## src/rtl/cpu_run_ctrl_pkg.sv

```systemverilog
// cpu_run_ctrl_pkg: shared state encoding and width constants for the run controller
package cpu_run_ctrl_pkg;
  localparam int IMEM_AW_D = 9;
  localparam int DMEM_AW_D = 10;
  localparam int DATA_W_D = 32;
  localparam int CYC_W_D = 16;
  localparam int LOAD_CW_D = IMEM_AW_D + 1;
  localparam int DUMP_CW_D = DMEM_AW_D + 1;
  localparam int WORD_BYTES = 4;
  typedef logic [2:0] state_t;
  localparam logic [2:0] S_IDLE = 3'd0;
  localparam logic [2:0] S_LOAD = 3'd1;
  localparam logic [2:0] S_RUN = 3'd2;
  localparam logic [2:0] S_DUMP_RD = 3'd3;
  localparam logic [2:0] S_DUMP_WAIT = 3'd4;
  localparam logic [2:0] S_DUMP_OUT = 3'd5;
  localparam logic [2:0] S_FIN = 3'd6;
endpackage

```

## src/rtl/ctrl_down_counter.sv

```systemverilog
// ctrl_down_counter: loadable down counter with zero and last-count flags
module ctrl_down_counter #(
  parameter int W = 8
) (
  input  logic         clk,
  input  logic         arst,
  input  logic         ld,
  input  logic         dec,
  input  logic [W-1:0] din,
  output logic         zero,
  output logic         last
);
  logic [W-1:0] cnt;
  // load wins over decrement; decrement saturates at zero
  always_ff @(posedge clk or posedge arst)
    if (arst) cnt <= '0;
    else if (ld) cnt <= din;
    else if (dec && !zero) cnt <= cnt - W'(1);
  assign zero = cnt == '0;
  assign last = cnt == W'(1);
endmodule

```

## src/rtl/cpu_run_ctrl.sv

```systemverilog
// cpu_run_ctrl: loads a program, runs the CPU for a set cycle count, then dumps data memory
module cpu_run_ctrl
  import cpu_run_ctrl_pkg::*;
#(
  parameter int IMEM_AW = IMEM_AW_D,
  parameter int DMEM_AW = DMEM_AW_D,
  parameter int DATA_W = DATA_W_D,
  parameter int CYC_W = CYC_W_D
) (
  input  logic              clk,
  input  logic              arst,
  input  logic              start,
  input  logic              abort,
  input  logic [IMEM_AW:0]  load_words,
  input  logic [CYC_W-1:0]  run_cycles,
  input  logic [DATA_W-1:0] dump_base,
  input  logic [DMEM_AW:0]  dump_words,
  input  logic              s_valid,
  output logic              s_ready,
  input  logic [DATA_W-1:0] s_data,
  output logic              m_valid,
  input  logic              m_ready,
  output logic [DATA_W-1:0] m_data,
  output logic              cpu_arst_n,
  output logic              cpu_enable,
  output logic [DATA_W-1:0] addr_ext,
  output logic              wen_ext,
  output logic              ren_ext,
  output logic [DATA_W-1:0] wdata_ext,
  output logic [DATA_W-1:0] addr_ext_2,
  output logic              wen_ext_2,
  output logic              ren_ext_2,
  output logic [DATA_W-1:0] wdata_ext_2,
  input  logic [DATA_W-1:0] rdata_ext_2,
  output logic              busy,
  output logic              done
);
  state_t state, state_nx, after_run, after_load, from_idle;
  logic idle_go, load_hs, dump_hs;
  logic load_zero, load_last_unused, run_zero, run_last, dump_zero, dump_last;
  logic [DATA_W-1:0] ld_addr, dp_addr;
  assign idle_go = state == S_IDLE && start;
  assign s_ready = state == S_LOAD && !load_zero;
  assign load_hs = s_valid && s_ready;
  assign m_valid = state == S_DUMP_OUT;
  assign dump_hs = m_valid && m_ready;
  assign cpu_enable = state == S_RUN;
  assign ren_ext_2 = state == S_DUMP_RD;
  assign addr_ext_2 = dp_addr;
  assign wen_ext_2 = 1'b0;
  assign wdata_ext_2 = '0;
  assign ren_ext = 1'b0;
  assign busy = state != S_IDLE;
  assign done = state == S_FIN;
  ctrl_down_counter #(.W(IMEM_AW + 1)) u_load_cnt (
    .clk(clk), .arst(arst), .ld(idle_go), .dec(load_hs), .din(load_words),
    .zero(load_zero), .last(load_last_unused)
  );
  ctrl_down_counter #(.W(CYC_W)) u_run_cnt (
    .clk(clk), .arst(arst), .ld(idle_go), .dec(cpu_enable), .din(run_cycles),
    .zero(run_zero), .last(run_last)
  );
  ctrl_down_counter #(.W(DMEM_AW + 1)) u_dump_cnt (
    .clk(clk), .arst(arst), .ld(idle_go), .dec(dump_hs), .din(dump_words),
    .zero(dump_zero), .last(dump_last)
  );
  // next state: phases with a zero count are skipped; abort overrides everything
  always_comb begin
    after_run = dump_zero ? S_FIN : S_DUMP_RD;
    after_load = run_zero ? after_run : S_RUN;
    from_idle = load_words != '0 ? S_LOAD : run_cycles != '0 ? S_RUN :
                dump_words != '0 ? S_DUMP_RD : S_FIN;
    state_nx = abort ? S_IDLE :
               state == S_IDLE ? (start ? from_idle : S_IDLE) :
               state == S_LOAD ? (load_zero ? after_load : S_LOAD) :
               state == S_RUN ? (run_last ? after_run : S_RUN) :
               state == S_DUMP_RD ? S_DUMP_WAIT :
               state == S_DUMP_WAIT ? S_DUMP_OUT :
               state == S_DUMP_OUT ? (m_ready ? (dump_last ? S_FIN : S_DUMP_RD) : S_DUMP_OUT) :
               S_IDLE;
  end
  // state register; CPU reset is released from the first RUN-or-later cycle
  always_ff @(posedge clk or posedge arst)
    if (arst) begin
      state <= S_IDLE;
      cpu_arst_n <= 1'b0;
    end else begin
      state <= state_nx;
      cpu_arst_n <= !(state_nx == S_IDLE || state_nx == S_LOAD);
    end
  // load write path: each accepted word becomes a registered write one cycle later
  always_ff @(posedge clk or posedge arst)
    if (arst) begin
      wen_ext <= 1'b0;
      addr_ext <= '0;
      wdata_ext <= '0;
      ld_addr <= '0;
    end else begin
      wen_ext <= load_hs && !abort;
      if (idle_go) ld_addr <= '0;
      else if (load_hs) begin
        ld_addr <= ld_addr + DATA_W'(WORD_BYTES);
        addr_ext <= ld_addr;
        wdata_ext <= s_data;
      end
    end
  // dump path: read address walks from dump_base, read data captured after one cycle
  always_ff @(posedge clk or posedge arst)
    if (arst) begin
      dp_addr <= '0;
      m_data <= '0;
    end else begin
      if (idle_go) dp_addr <= dump_base;
      else if (dump_hs) dp_addr <= dp_addr + DATA_W'(WORD_BYTES);
      if (state == S_DUMP_WAIT) m_data <= rdata_ext_2;
    end
endmodule

```

## config.mk

```make
export PLATFORM = sky130hd
export DESIGN_NAME = cpu_run_ctrl
export DESIGN_NICKNAME = d
export VERILOG_FILES = /design/src/rtl/cpu_run_ctrl_pkg.sv /design/src/rtl/ctrl_down_counter.sv /design/src/rtl/cpu_run_ctrl.sv
export SDC_FILE = /design/constraint.sdc
export NUM_CORES = 1
export LEC_CHECK = 0
export ABC_AREA = 0
export CAP_MARGIN = 20
export CELL_PAD_IN_SITES_DETAIL_PLACEMENT = 1
export CELL_PAD_IN_SITES_GLOBAL_PLACEMENT = 1
export CORE_MARGIN = 8
export CORE_UTILIZATION = 35
export DETAILED_ROUTE_END_ITERATION = 7
export PLACE_DENSITY_LB_ADDON = 0.12
export REMOVE_ABC_BUFFERS = 1
export SLEW_MARGIN = 30
export SYNTH_ARGS = -nofsm -noshare
export SYNTH_HDL_FRONTEND = slang
export SYNTH_SLANG_ARGS = --single-unit
export TNS_END_PERCENT = 20
```

## constraint.sdc

```tcl
create_clock -name clk -period 10.77 [get_ports clk]
set_input_delay 3.231 -clock clk [delete_from_list [all_inputs] [get_ports clk]]
set_output_delay 3.231 -clock clk [all_outputs]
set_load 0.03 [all_outputs]
```

### Word-level counts from Yosys, hierarchy flattened

Cells that the tools add are included.

| word-level totals | value |
|---|---|
| output and inout bits | 170 |
| word-level logic and storage cells | 82 |
| register bits | 202 |
| input bits | 139 |

| operators by class | value |
|---|---|
| add/subtract/negate cells | 5 |
| equal/unequal tests | 9 |
| reduce and logical (&&, ||, !) cells | 29 |
| bitwise gates (word level) | 1 |
| muxes and demuxes | 27 |

Operator list:

| cell | count |
|---|---|
| 32-bit two-way mux | 4 |
| 32-bit by 3-bit adder with 32-bit output (second input constant) | 2 |
| 3-bit two-way mux | 17 |
| 16-bit two-way mux | 2 |
| 11-bit two-way mux | 2 |
| 10-bit two-way mux | 2 |
| 16-bit by 1-bit == test with 1-bit output (second input constant) | 1 |
| 16-bit logical NOT | 1 |
| 16-bit nonzero test | 1 |
| 16-bit by 1-bit subtractor with 16-bit output (second input constant) | 1 |
| 11-bit by 1-bit == test with 1-bit output (second input constant) | 1 |
| 11-bit logical NOT | 1 |
| 11-bit nonzero test | 1 |
| 11-bit by 1-bit subtractor with 11-bit output (second input constant) | 1 |
| 10-bit logical NOT | 1 |
| 10-bit nonzero test | 1 |
| 2-bit nonzero test | 5 |
| 10-bit by 1-bit subtractor with 10-bit output (second input constant) | 1 |
| 3-bit == test (second input constant) | 3 |
| 1-bit logical AND | 8 |
| 3-bit by 1-bit == test with 1-bit output (second input constant) | 2 |
| 3-bit by 2-bit == test with 1-bit output (second input constant) | 2 |
| 3-bit logical NOT | 2 |
| 1-bit logical NOT | 5 |
| 4 further kinds | 4 |

### Longest topological paths before layout

| logic depth | value |
|---|---|
| word-level depth | 13 |
| depth in mapped cells | 8 |
| depth with buffers taken out | 7 |

### By module

A second synthesis with hierarchy kept.

| unflattened totals | value |
|---|---|
| cells, all modules | 1055 |
| area total of the unflattened synthesis | 9905.8 µm² |

By module, submodules not included:

| module | cells each | instances | sequential area each (µm²) | area an instance (µm²) |
|---|---|---|---|---|
| cpu_run_ctrl | 780 | 1 | 4028.9 | 7420.9 |
| ctrl_down_counter (u_run_cnt) | 116 | 1 | 400.4 | 1078.5 |
| ctrl_down_counter (u_dump_cnt) | 88 | 1 | 275.3 | 779.5 |
| ctrl_down_counter (u_load_cnt) | 71 | 1 | 250.2 | 626.9 |

### Worst setup path before layout

No wires, ideal clock.

| path | value |
|---|---|
| kind | input -> register |
| from | in start |
| to | reg ld_addr[11] |
| stages | 5 |
| path buffers | 3 |
| required time | 10.638 ns |
| library setup time | 0.132 ns |
| data arrival time | 4.636 ns |
| path slack | 6.002 ns |
| cells stage by stage | nor4b_1 clkbuf_1 buf_1 buf_1 nor2_1 |

| between the ends | value |
|---|---|
| word-level cells in the longest chain between the ends | 2 |
| elaborated cells on any way between the ends | 3 |
| classes of those cells | mux (1); reduce/logical (2) |

RTL lines:

| what | line | text |
|---|---|---|
| start: declaration | cpu_run_ctrl.sv:12 | `input logic start,` |
| 1-bit logical AND (*) | cpu_run_ctrl.sv:42 | `assign idle_go = state == S_IDLE && start;` |
| 32-bit two-way mux / 2-bit nonzero test (equally long branches) | n/a |  |
| end signal: assignment | cpu_run_ctrl.sv:102 | `ld_addr <= ld_addr + DATA_W'(WORD_BYTES);` |
| end: declaration | cpu_run_ctrl.sv:41 | `logic [DATA_W-1:0] ld_addr, dp_addr;` |

Every way passes the cells marked *; elsewhere a longest branch is shown, timed or not.
A chain may end at the register's enable or synchronous reset.

### Worst setup path in the final report

| path | value |
|---|---|
| from | reg u_load_cnt.cnt[0] |
| to | out s_ready |

| between the ends | value |
|---|---|
| word-level cells in the longest chain between the ends | 3 |

RTL lines:

| what | line | text |
|---|---|---|
| start: declaration | ctrl_down_counter.sv:13 | `logic [W-1:0] cnt;` |
| start signal: assignment | ctrl_down_counter.sv:17 | `else if (ld) cnt <= din;` |
| start signal: assignment | ctrl_down_counter.sv:18 | `else if (dec && !zero) cnt <= cnt - W'(1);` |
| 10-bit logical NOT | ctrl_down_counter.sv:19 | `assign zero = cnt == '0;` |
| 1-bit logical NOT | cpu_run_ctrl.sv:43 | `assign s_ready = state == S_LOAD && !load_zero;` |
| 1-bit logical AND | cpu_run_ctrl.sv:43 |  |
| end: declaration | cpu_run_ctrl.sv:19 | `output logic s_ready,` |

No other way between the ends.

==> metrics.md <==
| Metric | Value |
|---|---|
| M1 wire length | 13900 um |
| Slew Viols, Final | 0 |
| TritonCTS Sinks | 198 |
| Sw Ratio | 43.0% |
| Placement Cell Area | 12600 um^2 |
| First-pass GRT wire length | 48900 um |
| Clock power frac | 19.0% |
| Critical path class | reg -> out |
| Largest net degree at the start of global routing | 128 |
| Max Freq | 0.170 GHz |
| Worst skew pair latency | 440 ps |
| GP Congestion | 0.786 |
| Share of the synthesized area in the top cell type | 51.1% |
| Met3 Routed Length | 1290 um |
| Vias per cell | 4.95 |
| Sw power | 1.43 mW |
| Sequential fraction of the synthesis area | 51.1% |
| Top cells by area, synth | dfrtp_1 (51%), nand2_1 (10%), mux2_2 (3.7%) |
| Synth Area in Adders | 1.29% |
| Post-synthesis async set-or-reset flop share | 100% |
| Post-layout min period | 5890 ps |
| Synth Area in Simple Gates | 23.9% |
| Synth Flop Type | dfrtp_1 |
| Syn_area_per_cell | 9.37 um^2 |
| # H-tree levels | 4 |
| GRT Total Usage | 18.3% |
| Layout Skew | 19.9 ps |
| Critical Path AT | 2660 ps |
| Reg power frac | 36.9% |
| Max Used Layer | met5 |
| CTS buffer count | 17 |
| CTS root buf | clkbuf_16 |
| Static Leakage | 5.53 nW |
| IO Port Bufs | 272 |
| CTS clock-pin slew for the worst setup and hold paths | 80 ps |
| Synth cell count leaders | nand2_1 (270), dfrtp_1 (198), nor2_1 (55) |
| Synth cell types | 64 |
| Initial antenna violation count | 3 |
| Core Region | 27600 um^2 |
| Worst setup SP type | register |
| Yosys warnings | 0 |
| Die W | 182 um |
| Post_cts resized | 0 |
| Placed Instances | 1644 |
| Number of synthesized register bits | 198 |
| Layout cells sized above 1 | 7.56% |
| Logic pwr share | 44.1% |
| Most common cell in the netlist | nand2_1 |
| Wirelength per Cell | 18.1 um |
| Setup WS post-layout | 4880 ps |
| Fin. Hold Viols | 0 |
| Via count | 8289 |
| Largest family of logic cells by synthesized area | simple AND/OR/NAND/NOR gates |
| Routed wire length | 30400 um |
| Final antenna-violating net count | 0 |
| Max Cap Viol | 0 |
| Synth-to-Final Area Change | 36.5% |
| Pint | 1.89 mW |
| Post-Syn Instances | 1034 |
| Worst Hold Class | reg -> reg |
| Utilization after layout | 48.0% |
| Final instance count without filler cells | 1676 |
| FP Rows | 61 |
| Worst VDD drop | 0.0885 mV |
| Compound-cell area share of the yosys netlist | 8.07% |
| Critical path endpoint category | primary output |
| Die Ht | 182 um |
| Crit share post-route | 54.7% |
| Layout fillers | 3170 |
| Setup violations, final | 0 |
| # hold bufs at CTS | 0 |
| XOR/XNOR share of the synthesized area | 5.78% |
| Area leader, netlist | dfrtp_1 |
| Post-route cell area | 13200 um^2 |
| RSZ-0062 raised after global routing | false |
| Clock tree buffer depth | 2 |
| DRC Markers | 0 |
| Synth Cell Area | 9690 um^2 |
| Tightest Pin Transition | 839 ps |
| CTS tree | done |
| Iter 0 DRT Violations | 382 |
| PwrDens | 251 nW/um^2 |
| Met2 Routed Length | 14700 um |
| I/O Pins | 309 |
| Pre-Repair DR Iteration Count | 6 |
| Final net count | 1434 |
| Required time of the critical path | 7540 ps |
| EDFF count, synth | 0 |
| Hold_ws | 474 ps |
| Slew margin rel. | 43.9% |
| CP max FO | 4 |
| Post-Place Setup Slack | 5020 ps |
| Overflow after GRT | 0 |
| HPWL after detailed placement | 22100 um |
| Post-CTS setup buffers | 0 |
| Initial Util | 35.2% |
| Mux cell area share after synthesis | 3.82% |
| Status | finished clean |
| Die ar. | 33300 um^2 |
| Vias in the first global route | 8754 |
==> cell type report <==
class                           instances  area, um^2  share of cell area (%)
Sequential cell                       198        4950                    37.5
Antenna cell                            1        2.50                  0.0189
Timing Repair Buffer                  284        2820                    21.3
Tap cell                              378         473                    3.58
Clock buffer                           17         425                    3.22
Inverter                               21        91.3                   0.691
Clock inverter                         14         140                    1.06
Multi-Input combinational cell        763        4320                    32.7
==> routing by layer <==
layer,global-route usage [%],vias up
li1,-,3988
met1,23.8,4053
met2,30.6,209
met3,3.50,35
met4,5.25,4
met5,0,-
==> kinds of logic after synthesis <==
kind of cell,count (synthesis)
simple gates,498
xor+xnor,64
mux,33
compound gates,122
flops,198
buf+inv,108
other cells,1
fa+ha+maj,10
==> sequential cells by signal (all words and copies together) (netlist names) <==
register / cells
addr_ext_2: 32
u_run_cnt.cnt: 16
wdata_ext: 32
addr_ext: 30
wen_ext: 1
u_load_cnt.cnt: 10
state: 3
u_dump_cnt.cnt: 11
m_data: 32
ld_addr: 30
cpu_arst_n: 1
==> final timing paths <==
kind	from	endpoint	slack, ps	depth (start not counted)
worst max register to register	u_load_cnt.cnt[0]	ld_addr[4]	7890	7
worst min register to register	wdata_ext[5]	wdata_ext[5]	470	2
worst max-delay path	u_load_cnt.cnt[0]	s_ready	4880	5
max in group asynchronous	arst	addr_ext[21]	6240	3
worst min-delay path	wdata_ext[5]	wdata_ext[5]	470	2
min in group asynchronous	arst	wdata_ext[13]	3310	2
==> worst max-delay path, cell delays in order (launching register included) <==
cell and delay, ps:
dfrtp_1 410, inv_1 90, ha_1 160, nor4b_1 590, a31oi_1 320, clkdlybuf4s50_1 670
==> cell usage in the layout, fill, tap and decap left out, drive strengths merged, types with 22 or more instances in the layout <==
cell type | netlist | final
clkdlybuf4s50 | 0 | 272
nand2 | 270 | 270
dfrtp | 198 | 198
nor2 | 55 | 55
o21ai | 53 | 53
nand3 | 39 | 39
conb | 1 | 36
xor2 | 34 | 34
nor4 | 33 | 33
mux2 | 32 | 32
xnor2 | 30 | 30
nand4 | 30 | 30
inv | 20 | 25
nor3 | 22 | 22
==> metrics by stage <==
step | setup TNS (ps) | power [mW]
global route | 0 | 3.53
CTS | 0 | 3.37
floorplan | -201180 | 2.07
global placement | 0 | 2.69
detailed placement | 0 | 2.73
finish | 0 | 3.32
==> power groups by stage <==
stage	sequential, mW	combinational (mW)	clock, mW
4_1_cts	1.22	1.49	0.656
6_report	1.22	1.46	0.630
3_5_place_dp	1.24	1.49	0
2_1_floorplan	1.54	0.535	0
3_3_place_gp	1.22	1.46	0
5_1_grt	1.26	1.59	0.680
Power figures use the tool's default switching activity.
